## config.mk

```make
export PLATFORM = sky130hd
export DESIGN_NAME = decode_execute_latch
export DESIGN_NICKNAME = d
export VERILOG_FILES = /design/src/rtl/cpu_types_pkg.sv /design/src/rtl/decode_execute_latch_load_use_detect.sv /design/src/rtl/decode_execute_latch.sv
export SDC_FILE = /design/constraint.sdc
export NUM_CORES = 1
export LEC_CHECK = 0
export ABC_AREA = 1
export BUFFER_PORTS_ARGS = -buffer_cell sky130_fd_sc_hd__buf_2
export CAP_MARGIN = 40
export CORE_AREA = 2 2 158 160
export CTS_CLUSTER_DIAMETER = 100
export DETAILED_ROUTE_END_ITERATION = 6
export DIE_AREA = 0 0 160 162
export GPL_TIMING_DRIVEN = 0
export PLACE_DENSITY = 0.64
export SKIP_LAST_GASP = 1
export SYNTH_ARGS = -nofsm -noshare
export SYNTH_HDL_FRONTEND = slang
export SYNTH_HIERARCHICAL = 1
export SYNTH_SLANG_ARGS = --single-unit
```

## constraint.sdc

```tcl
create_clock -name CLK -period 4.6 [get_ports CLK]
set_input_delay 0.23 -clock CLK [delete_from_list [all_inputs] [get_ports CLK]]
set_output_delay 0.23 -clock CLK [all_outputs]
set_load 0.1 [all_outputs]
```

## src/rtl/cpu_types_pkg.sv

```systemverilog
// Shared CPU types: opcodes, ALU ops, register selects and the ID/EX latch record.
package cpu_types_pkg;

  localparam int WORD_W = 32;
  localparam int REG_W  = 5;

  typedef logic [WORD_W-1:0] word_t;
  typedef logic [REG_W-1:0]  regbits_t;

  typedef enum logic [5:0] {
    RTYPE = 6'h00,
    J     = 6'h02,
    JAL   = 6'h03,
    BEQ   = 6'h04,
    BNE   = 6'h05,
    ADDI  = 6'h08,
    ADDIU = 6'h09,
    SLTI  = 6'h0a,
    SLTIU = 6'h0b,
    ANDI  = 6'h0c,
    ORI   = 6'h0d,
    XORI  = 6'h0e,
    LUI   = 6'h0f,
    LW    = 6'h23,
    SW    = 6'h2b,
    HALT  = 6'h3f
  } opcode_t;

  typedef enum logic [3:0] {
    ALU_SLL, ALU_SRL, ALU_ADD, ALU_SUB, ALU_AND,
    ALU_OR,  ALU_XOR, ALU_NOR, ALU_SLT, ALU_SLTU
  } aluop_t;

  typedef struct packed {
    word_t    rdat1;
    word_t    rdat2;
    word_t    imm;
    word_t    laddr;
    word_t    pc_addr;
    regbits_t read1;
    regbits_t read2;
    regbits_t wsel;
    aluop_t   op;
    opcode_t  opcode;
    logic     beq;
    logic     bne;
    logic     jsig;
    logic     jrsig;
    logic     dren;
    logic     dwen;
    logic     reg_wr;
    logic     write_sig;
    logic     imm_sig;
    logic     halt;
  } id_ex_t;

  // RTYPE encodes as zero, so the all-zero record is already a bubble with opcode RTYPE.
  localparam id_ex_t ID_EX_BUBBLE = '0;

endpackage

```

## src/rtl/decode_execute_latch_load_use_detect.sv

```systemverilog
// Load-use hazard compare: a load sitting in EX whose destination is read by the
// instruction currently in decode. $zero destinations never conflict.
import cpu_types_pkg::*;

module load_use_detect (
  input  logic     dren_i,
  input  logic     reg_wr_i,
  input  regbits_t wsel_i,
  input  regbits_t read1_i,
  input  regbits_t read2_i,
  output logic     lu_stall_o
);

  // Purely combinational so fetch/decode see the stall in the same cycle.
  assign lu_stall_o = dren_i & reg_wr_i & (wsel_i != '0) &
                      ((wsel_i == read1_i) | (wsel_i == read2_i));

endmodule

```

## src/rtl/decode_execute_latch.sv

```systemverilog
// ID/EX pipeline register with flush, load-use bubble insertion and a saturating
// bubble counter for performance monitoring.
import cpu_types_pkg::*;

module decode_execute_latch #(
  parameter int DW    = WORD_W,
  parameter int CNT_W = 16
) (
  input  logic             CLK,
  input  logic             nRST,
  input  logic             flush,
  input  logic             decode_en,
  input  logic [DW-1:0]    rdat1i,
  input  logic [DW-1:0]    rdat2i,
  input  logic [DW-1:0]    immi,
  input  logic [DW-1:0]    laddri,
  input  logic [DW-1:0]    pcAddrOuti,
  input  logic [4:0]       read1i,
  input  logic [4:0]       read2i,
  input  logic [4:0]       wseli,
  input  logic [3:0]       opi,
  input  logic [5:0]       decode_opcodei,
  input  logic             beqi,
  input  logic             bnei,
  input  logic             jsigi,
  input  logic             jrsigi,
  input  logic             dRENi,
  input  logic             dWENi,
  input  logic             reg_wri,
  input  logic             write_sigi,
  input  logic             immSigi,
  input  logic             halti,
  output logic [DW-1:0]    rdat1o,
  output logic [DW-1:0]    rdat2o,
  output logic [DW-1:0]    immo,
  output logic [DW-1:0]    laddro,
  output logic [DW-1:0]    pcAddrOuto,
  output logic [4:0]       read1o,
  output logic [4:0]       read2o,
  output logic [4:0]       wselo,
  output logic [3:0]       opo,
  output logic [5:0]       decode_opcodeo,
  output logic             beqo,
  output logic             bneo,
  output logic             jsigo,
  output logic             jrsigo,
  output logic             dRENo,
  output logic             dWENo,
  output logic             reg_wro,
  output logic             write_sigo,
  output logic             immSigo,
  output logic             halto,
  output logic             lu_stall,
  output logic [CNT_W-1:0] bubble_cnt
);

  id_ex_t           ex_q, ex_d, cap;
  logic [CNT_W-1:0] cnt_q, cnt_d;

  load_use_detect u_lud (
    .dren_i     (ex_q.dren),
    .reg_wr_i   (ex_q.reg_wr),
    .wsel_i     (ex_q.wsel),
    .read1_i    (read1i),
    .read2_i    (read2i),
    .lu_stall_o (lu_stall)
  );

  // Bundle the decode outputs into one latch record.
  always_comb begin
    cap           = ID_EX_BUBBLE;
    cap.rdat1     = rdat1i;
    cap.rdat2     = rdat2i;
    cap.imm       = immi;
    cap.laddr     = laddri;
    cap.pc_addr   = pcAddrOuti;
    cap.read1     = read1i;
    cap.read2     = read2i;
    cap.wsel      = wseli;
    cap.op        = aluop_t'(opi);
    cap.opcode    = opcode_t'(decode_opcodei);
    cap.beq       = beqi;
    cap.bne       = bnei;
    cap.jsig      = jsigi;
    cap.jrsig     = jrsigi;
    cap.dren      = dRENi;
    cap.dwen      = dWENi;
    cap.reg_wr    = reg_wri;
    cap.write_sig = write_sigi;
    cap.imm_sig   = immSigi;
    cap.halt      = halti;
  end

  // Update priority: flush, then load-use bubble, then capture, else hold.
  always_comb begin
    ex_d  = ex_q;
    cnt_d = cnt_q;
    if (flush) begin
      ex_d = ID_EX_BUBBLE;
    end else if (decode_en && lu_stall) begin
      ex_d = ID_EX_BUBBLE;
      if (cnt_q != '1) cnt_d = cnt_q + CNT_W'(1);
    end else if (decode_en) begin
      ex_d = cap;
    end
  end

  // Latch record and bubble counter, cleared immediately on reset.
  always_ff @(posedge CLK or negedge nRST) begin
    if (!nRST) begin
      ex_q  <= ID_EX_BUBBLE;
      cnt_q <= '0;
    end else begin
      ex_q  <= ex_d;
      cnt_q <= cnt_d;
    end
  end

  assign rdat1o         = ex_q.rdat1;
  assign rdat2o         = ex_q.rdat2;
  assign immo           = ex_q.imm;
  assign laddro         = ex_q.laddr;
  assign pcAddrOuto     = ex_q.pc_addr;
  assign read1o         = ex_q.read1;
  assign read2o         = ex_q.read2;
  assign wselo          = ex_q.wsel;
  assign opo            = ex_q.op;
  assign decode_opcodeo = ex_q.opcode;
  assign beqo           = ex_q.beq;
  assign bneo           = ex_q.bne;
  assign jsigo          = ex_q.jsig;
  assign jrsigo         = ex_q.jrsig;
  assign dRENo          = ex_q.dren;
  assign dWENo          = ex_q.dwen;
  assign reg_wro        = ex_q.reg_wr;
  assign write_sigo     = ex_q.write_sig;
  assign immSigo        = ex_q.imm_sig;
  assign halto          = ex_q.halt;
  assign bubble_cnt     = cnt_q;

endmodule

```

; Word-level counts from Yosys, hierarchy flattened
; Index checks and enable logic that the tools add are counted.
; W data, S select, Z words.
[classes]
add_sub_neg = 1
eq_ne = 3
n_mux = 3
bitwise = 5
reduce_logical = 4
[ops]
columns = cell, count
row1 = $mux W195, 3
row2 = $add A16 B1 Y16 const B, 1
row3 = $ne A16 B16 Y1 const B, 1
row4 = $eq A5 B5 Y1, 2
row5 = $reduce_bool A5 Y1, 1
row6 = $and A1 B1 Y1, 3
row7 = $reduce_and A3 Y1, 1
row8 = $reduce_bool A3 Y1, 1
row9 = $logic_and A1 B1 Y1, 1
row10 = $not A1 Y1, 1
row11 = $or A1 B1 Y1, 1
[word_totals]
inputBits = 199
wordCells = 37
ff_bits = 211
output_inout_bits = 212

; Longest topological paths before layout
[logic_depth]
word_depth = 6
mapped_depth = 13
ltp_nobuf = 13

; Modules after synthesis
; The synthesis kept the hierarchy.
[by_module_without_submodules]
columns = module, cells_per_inst, area_per_inst_um2, seq_area_each_um2, instances
row1 = decode_execute_latch, 1040, 9323.9, 5280.1, 1
row2 = load_use_detect, 45, 202.7, 0.0, 1

; Worst setup path after synthesis
; Ideal clock, no wire load.
[synth_path]
kind = reg-to-reg
start = reg ex_q, in the netlist wselo[4]
end = reg cnt_q[9] (netlist: bubble_cnt[9])
setup_time_ns = 0.122
n_path_buf = 0
stages_incl_launch_ff = 14
required_ns = 4.478
period_less_slack_ns = 3.293
slack_ns = 1.307
arrival_time_ns = 3.170
cell_sequence = dfrtp_1 > inv_2 > nand2_1 > nand2_1 > nor2_1 > nand3_1 > a21oi_2 > nand2_2 > nor2_4 > nand3_1 > nor2_1 > nand2_1 > nand2_1 > nand2_1
[synth_via]
elab_chain_cells = 5
word_cells_on_any_way = 8
cone_classes = eq/ne (2) / bitwise (3) / reduce/logical (3)
[synth_lines]
columns = element, line_no
row1 = from (decl), decode_execute_latch.sv:57  ; id_ex_t ex_q, ex_d, cap;
row2 = from (signal assigned), decode_execute_latch.sv:111  ; ex_q <= ID_EX_BUBBLE;
row3 = from (signal assigned), decode_execute_latch.sv:114  ; ex_q <= ex_d;
row4 = $eq A5 B5 Y1 / $reduce_bool A5 Y1 (equally long branches), "decode_execute_latch_load_use_detect.sv:16, decode_execute_latch_load_use_detect.sv:15"
row5 = $or A1 B1 Y1 / $and A1 B1 Y1 (equally long branches), "decode_execute_latch_load_use_detect.sv:16, decode_execute_latch_load_use_detect.sv:15"
row6 = $and A1 B1 Y1 (*), decode_execute_latch_load_use_detect.sv:15  ; assign lu_stall_o = dren_i & reg_wr_i & (wsel_i != '0) &
row7 = named net lu_stall, decode_execute_latch.sv:53  ; output logic lu_stall,
row8 = $logic_and A1 B1 Y1 (*), decode_execute_latch.sv:100  ; end else if (decode_en && lu_stall) begin
row9 = $reduce_and A3 Y1 (no source line) (*), --
row10 = to (signal assigned), decode_execute_latch.sv:115  ; cnt_q <= cnt_d;
row11 = to (decl), decode_execute_latch.sv:58  ; logic [CNT_W-1:0] cnt_q, cnt_d;
; The timed path passes the listed nets; every way through them passes the cells marked *.
; A chain may end at the register's enable or synchronous reset.

; Worst setup path in the final report
[layout_path]
start = reg ex_q, in the netlist wselo[0]
end = out lu_stall
[layout_via]
elab_chain_cells = 3
word_cells_on_any_way = 6
cone_classes = eq/ne (2) / bitwise (3) / reduce/logical (1)
[layout_lines]
columns = element, line_no
row1 = $eq A5 B5 Y1 / $reduce_bool A5 Y1 (equally long branches), "decode_execute_latch_load_use_detect.sv:16, decode_execute_latch_load_use_detect.sv:15"
row2 = $or A1 B1 Y1 / $and A1 B1 Y1 (equally long branches), "decode_execute_latch_load_use_detect.sv:16, decode_execute_latch_load_use_detect.sv:15"
row3 = $and A1 B1 Y1 (*), decode_execute_latch_load_use_detect.sv:15
row4 = to (decl), decode_execute_latch.sv:53
; Every way passes the cells marked *; elsewhere a longest branch is shown, timed or not.

==> results.toml <==
[status]
status = "completed"

[clock_network]
clock_sink_count = 211
ctsHoldBuffers = 186
cts_root_buf = "clkbuf_16"
tritoncts = "yes"
clkLatencyLatePin_ps = 520
h-tree-depth = 1
cts_buffers = 24
post_cts_buffers = 0
path_clk_slew_ps = 60
cts_resized = 0
clk_path_buf_depth = 3

[detailed_routing]
first_pass_iters = 5
viasPerCell = 5.28
wire_per_inst_um = 18.2
drt-total-wl_um = 37300
final_antenna_net_count = 0
first_iter_violations = 906
drc = 0
routed-via-count = 10800

[sta]
clock_skew_ps = 23.7
rsz0062_at_grt = "no"
tns_ps = 0
slew_headroom = 0.626
setup_violations = 0
setup_slack_ps = 2400
fin_crit_sh = 0.479
slew_violations = 0
fmax_mhz = 454
hold_viol = 0
tightest_slew_ps = 561
period_needed_ps = 2200

[critical_path]
cp-start-kind = "flop"
arrival_ps = 1970
cp_common_cell = "nor2_1"
startpoint = "wselo[0]"
cpPeakStageDelay_ps = 460
worstPathRequired_ps = 4370
critical_path.top_delay_family = "buffers and inverters"
end_kind = "output port"
critPathSlowestCell = "buf_2"
path_depth = 6
crit_chain = "nor2_1 -> nor2_1 -> nor2_1 -> nand3_1 -> a21oi_2 -> buf_2"
worstSetupPathType = "reg2out"
r2r_start = "wselo[0]"
cp_num_buf_inv = 1
cp_max_fo = 6
reg2reg_depth = 11

[yosys]
synth_compound_area_frac = 0.00315
synthSimpleGateAreaFrac = 0.372
synthXorXnorAreaFrac = 0.00827
synth_mux_area_frac = 0
synth_cell_types = 21
syn_nets = 1285
synth_top_family_by_area = "simple AND/OR/NAND/NOR gates"
seq_area_frac_synth = 0.554
synth-adder-area-share = 0.00131
synth_area_sq_mm = 0.00953
synth_warnings = 6
syn_avg_cell_area_sq_um = 8.78
netlist_instances = 1085
ys_ff_latch = 211

[placement]
post-place-ws_ps = 2490
place_hpwl_um = 25500
io_buffer_count = 409
routabilityCongestion = 0.889
dpl_cell_area_sq_mm = 0.0120

[layout]
nNetsFinal = 1908
area_delta_synth_final_pct = 54.5
final_area_sq_mm = 0.0147
drive_above_1_share = 0.303

[grt]
grt_max_degree = 76
antenna_found_initial = 1
grt_pass1_wl_um = 57700
globalRouteTotalUtil = 0.277
grt_pass1_vias = 10700
grt-ovfl-total = 0

[floorplan]
io-pin-count = 411
die-width_um = 160
initial_core_util = 0.395
dieArea_sq_mm = 0.0259
rows = 57
die_h_um = 162
core_area_sq_mm = 0.0241

[run]
cap_violations = 0

[min_path]
hold_start = "read1i[4]"
holdPathStages = 3
min_path_type = "in2reg"

[power]
ir_worst_vdd_uv = 273
leakagePower_nw = 8.07
power_density_mw_per_mm2 = 365
p_total_mw = 5.37
synth_stat cells:
| cell | n | share of area |
|---|---|---|
| o21ai_4 | 1 | 0.0017 |
| xnor2_1 | 6 | 0.0055 |
| nand4_1 | 201 | 0.13 |
| a21oi_2 | 1 | 0.00092 |
| nand2_2 | 6 | 0.0039 |
| clkbuf_1 | 42 | 0.017 |
| ha_1 | 1 | 0.0013 |
| buf_6 | 2 | 0.0024 |
| nor2_1 | 24 | 0.0095 |
| xor2_1 | 3 | 0.0028 |
| buf_1 | 14 | 0.0055 |
| nand3_1 | 209 | 0.11 |
| inv_1 | 19 | 0.0075 |
| o21ai_0 | 1 | 0.00052 |
| dfrtp_1 | 211 | 0.55 |
| nand2_4 | 1 | 0.0012 |
| nor2_4 | 2 | 0.0024 |
| nor2_2 | 5 | 0.0033 |
| inv_2 | 7 | 0.0028 |
| nand2_1 | 278 | 0.11 |
| buf_2 | 51 | 0.027 |
through the flow:
step	hold WS (ps)	utilization	cells
after global routing	9.02	0.610	2049
after global placement	479	0.497	1818
after floorplan	-65.6	-	1085
after detailed placement	220	0.500	1820
final	8.70	0.610	2049
after CTS	0.0342	0.610	2048
placed cells by master (no fill, tap or decap), drive strengths merged:
| master | Yosys | routed |
|---|---|---|
| bufinv | 0 | 3 |
| nand3 | 209 | 209 |
| clkinv | 0 | 4 |
| clkbuf | 42 | 76 |
| nor2 | 31 | 31 |
| a21oi | 1 | 1 |
| buf | 67 | 478 |
| ha | 1 | 1 |
| diode | 0 | 1 |
| clkinvlp | 0 | 1 |
| xor2 | 3 | 3 |
| o21ai | 2 | 2 |
| nand2 | 285 | 285 |
| dlygate4sd3 | 0 | 186 |
| dfrtp | 211 | 211 |
| xnor2 | 6 | 6 |
| inv | 26 | 26 |
| nand4 | 201 | 201 |
cell type report:
class                   count  area (sq um)
fillers                  2070          9390
flip-flops and latches    211          5280
repair buffers            597          3970
multi-input cells         739          3660
clock buffers              34           689
plain buffers             109           488
well taps                 324           405
clock inverters             8           118
inverters                  26          97.6
diodes                      1          2.50
worst min-delay path, stage by stage:
cell	delay, ps
buf_2	120
nand4_1	90
nand2_1	50
worst paths after layout:
check / endpoint / slack, ps
worst max-delay path: lu_stall / 2400
worst max register to register: laddro[29] / 2460
worst min-delay path: read1o[4] / 9
min in group asynchronous: pcAddrOuto[13] / 240
worst min register to register: rdat1o[18] / 510
max in group asynchronous: rdat2o[27] / 3600
routing by layer:
| metal | up-vias | global-route usage | wire (um) |
|---|---|---|---|
| met2 | 549 | 0.471 | 18000 |
| met5 | - | 0 | 0 |
| met1 | 5099 | 0.346 | 14800 |
| li1 | 5046 | - | - |
| met3 | 115 | 0.0615 | 2940 |
| met4 | 0 | 0.109 | 1520 |
sequential cells by signal, summed over array words and instances, names as in the netlist, 4 cells and up:
name            count
rdat1o             32
immo               32
wselo               5
laddro             32
read1o              5
decode_opcodeo      6
rdat2o             32
read2o              5
bubble_cnt         16
opo                 4
pcAddrOuto         32
power by group:
part | leakage [nW] | switching (mW) | internal [mW]
logic | 4.86 | 1.06 | 0.312
registers | 2.82 | 0.0607 | 1.95
clock network | 0.395 | 0.775 | 1.21
total | 8.07 | 1.90 | 3.47
logic make-up after synthesis:
logic type,after synthesis
AND/OR/NAND/NOR,726
XOR/XNOR,9
AO/OA/AOI/OAI,3
flip-flops,211
adder cells (fa/ha/maj),1
buffers and inverters,135
No activity file was read; power rests on OpenSTA's default activity.
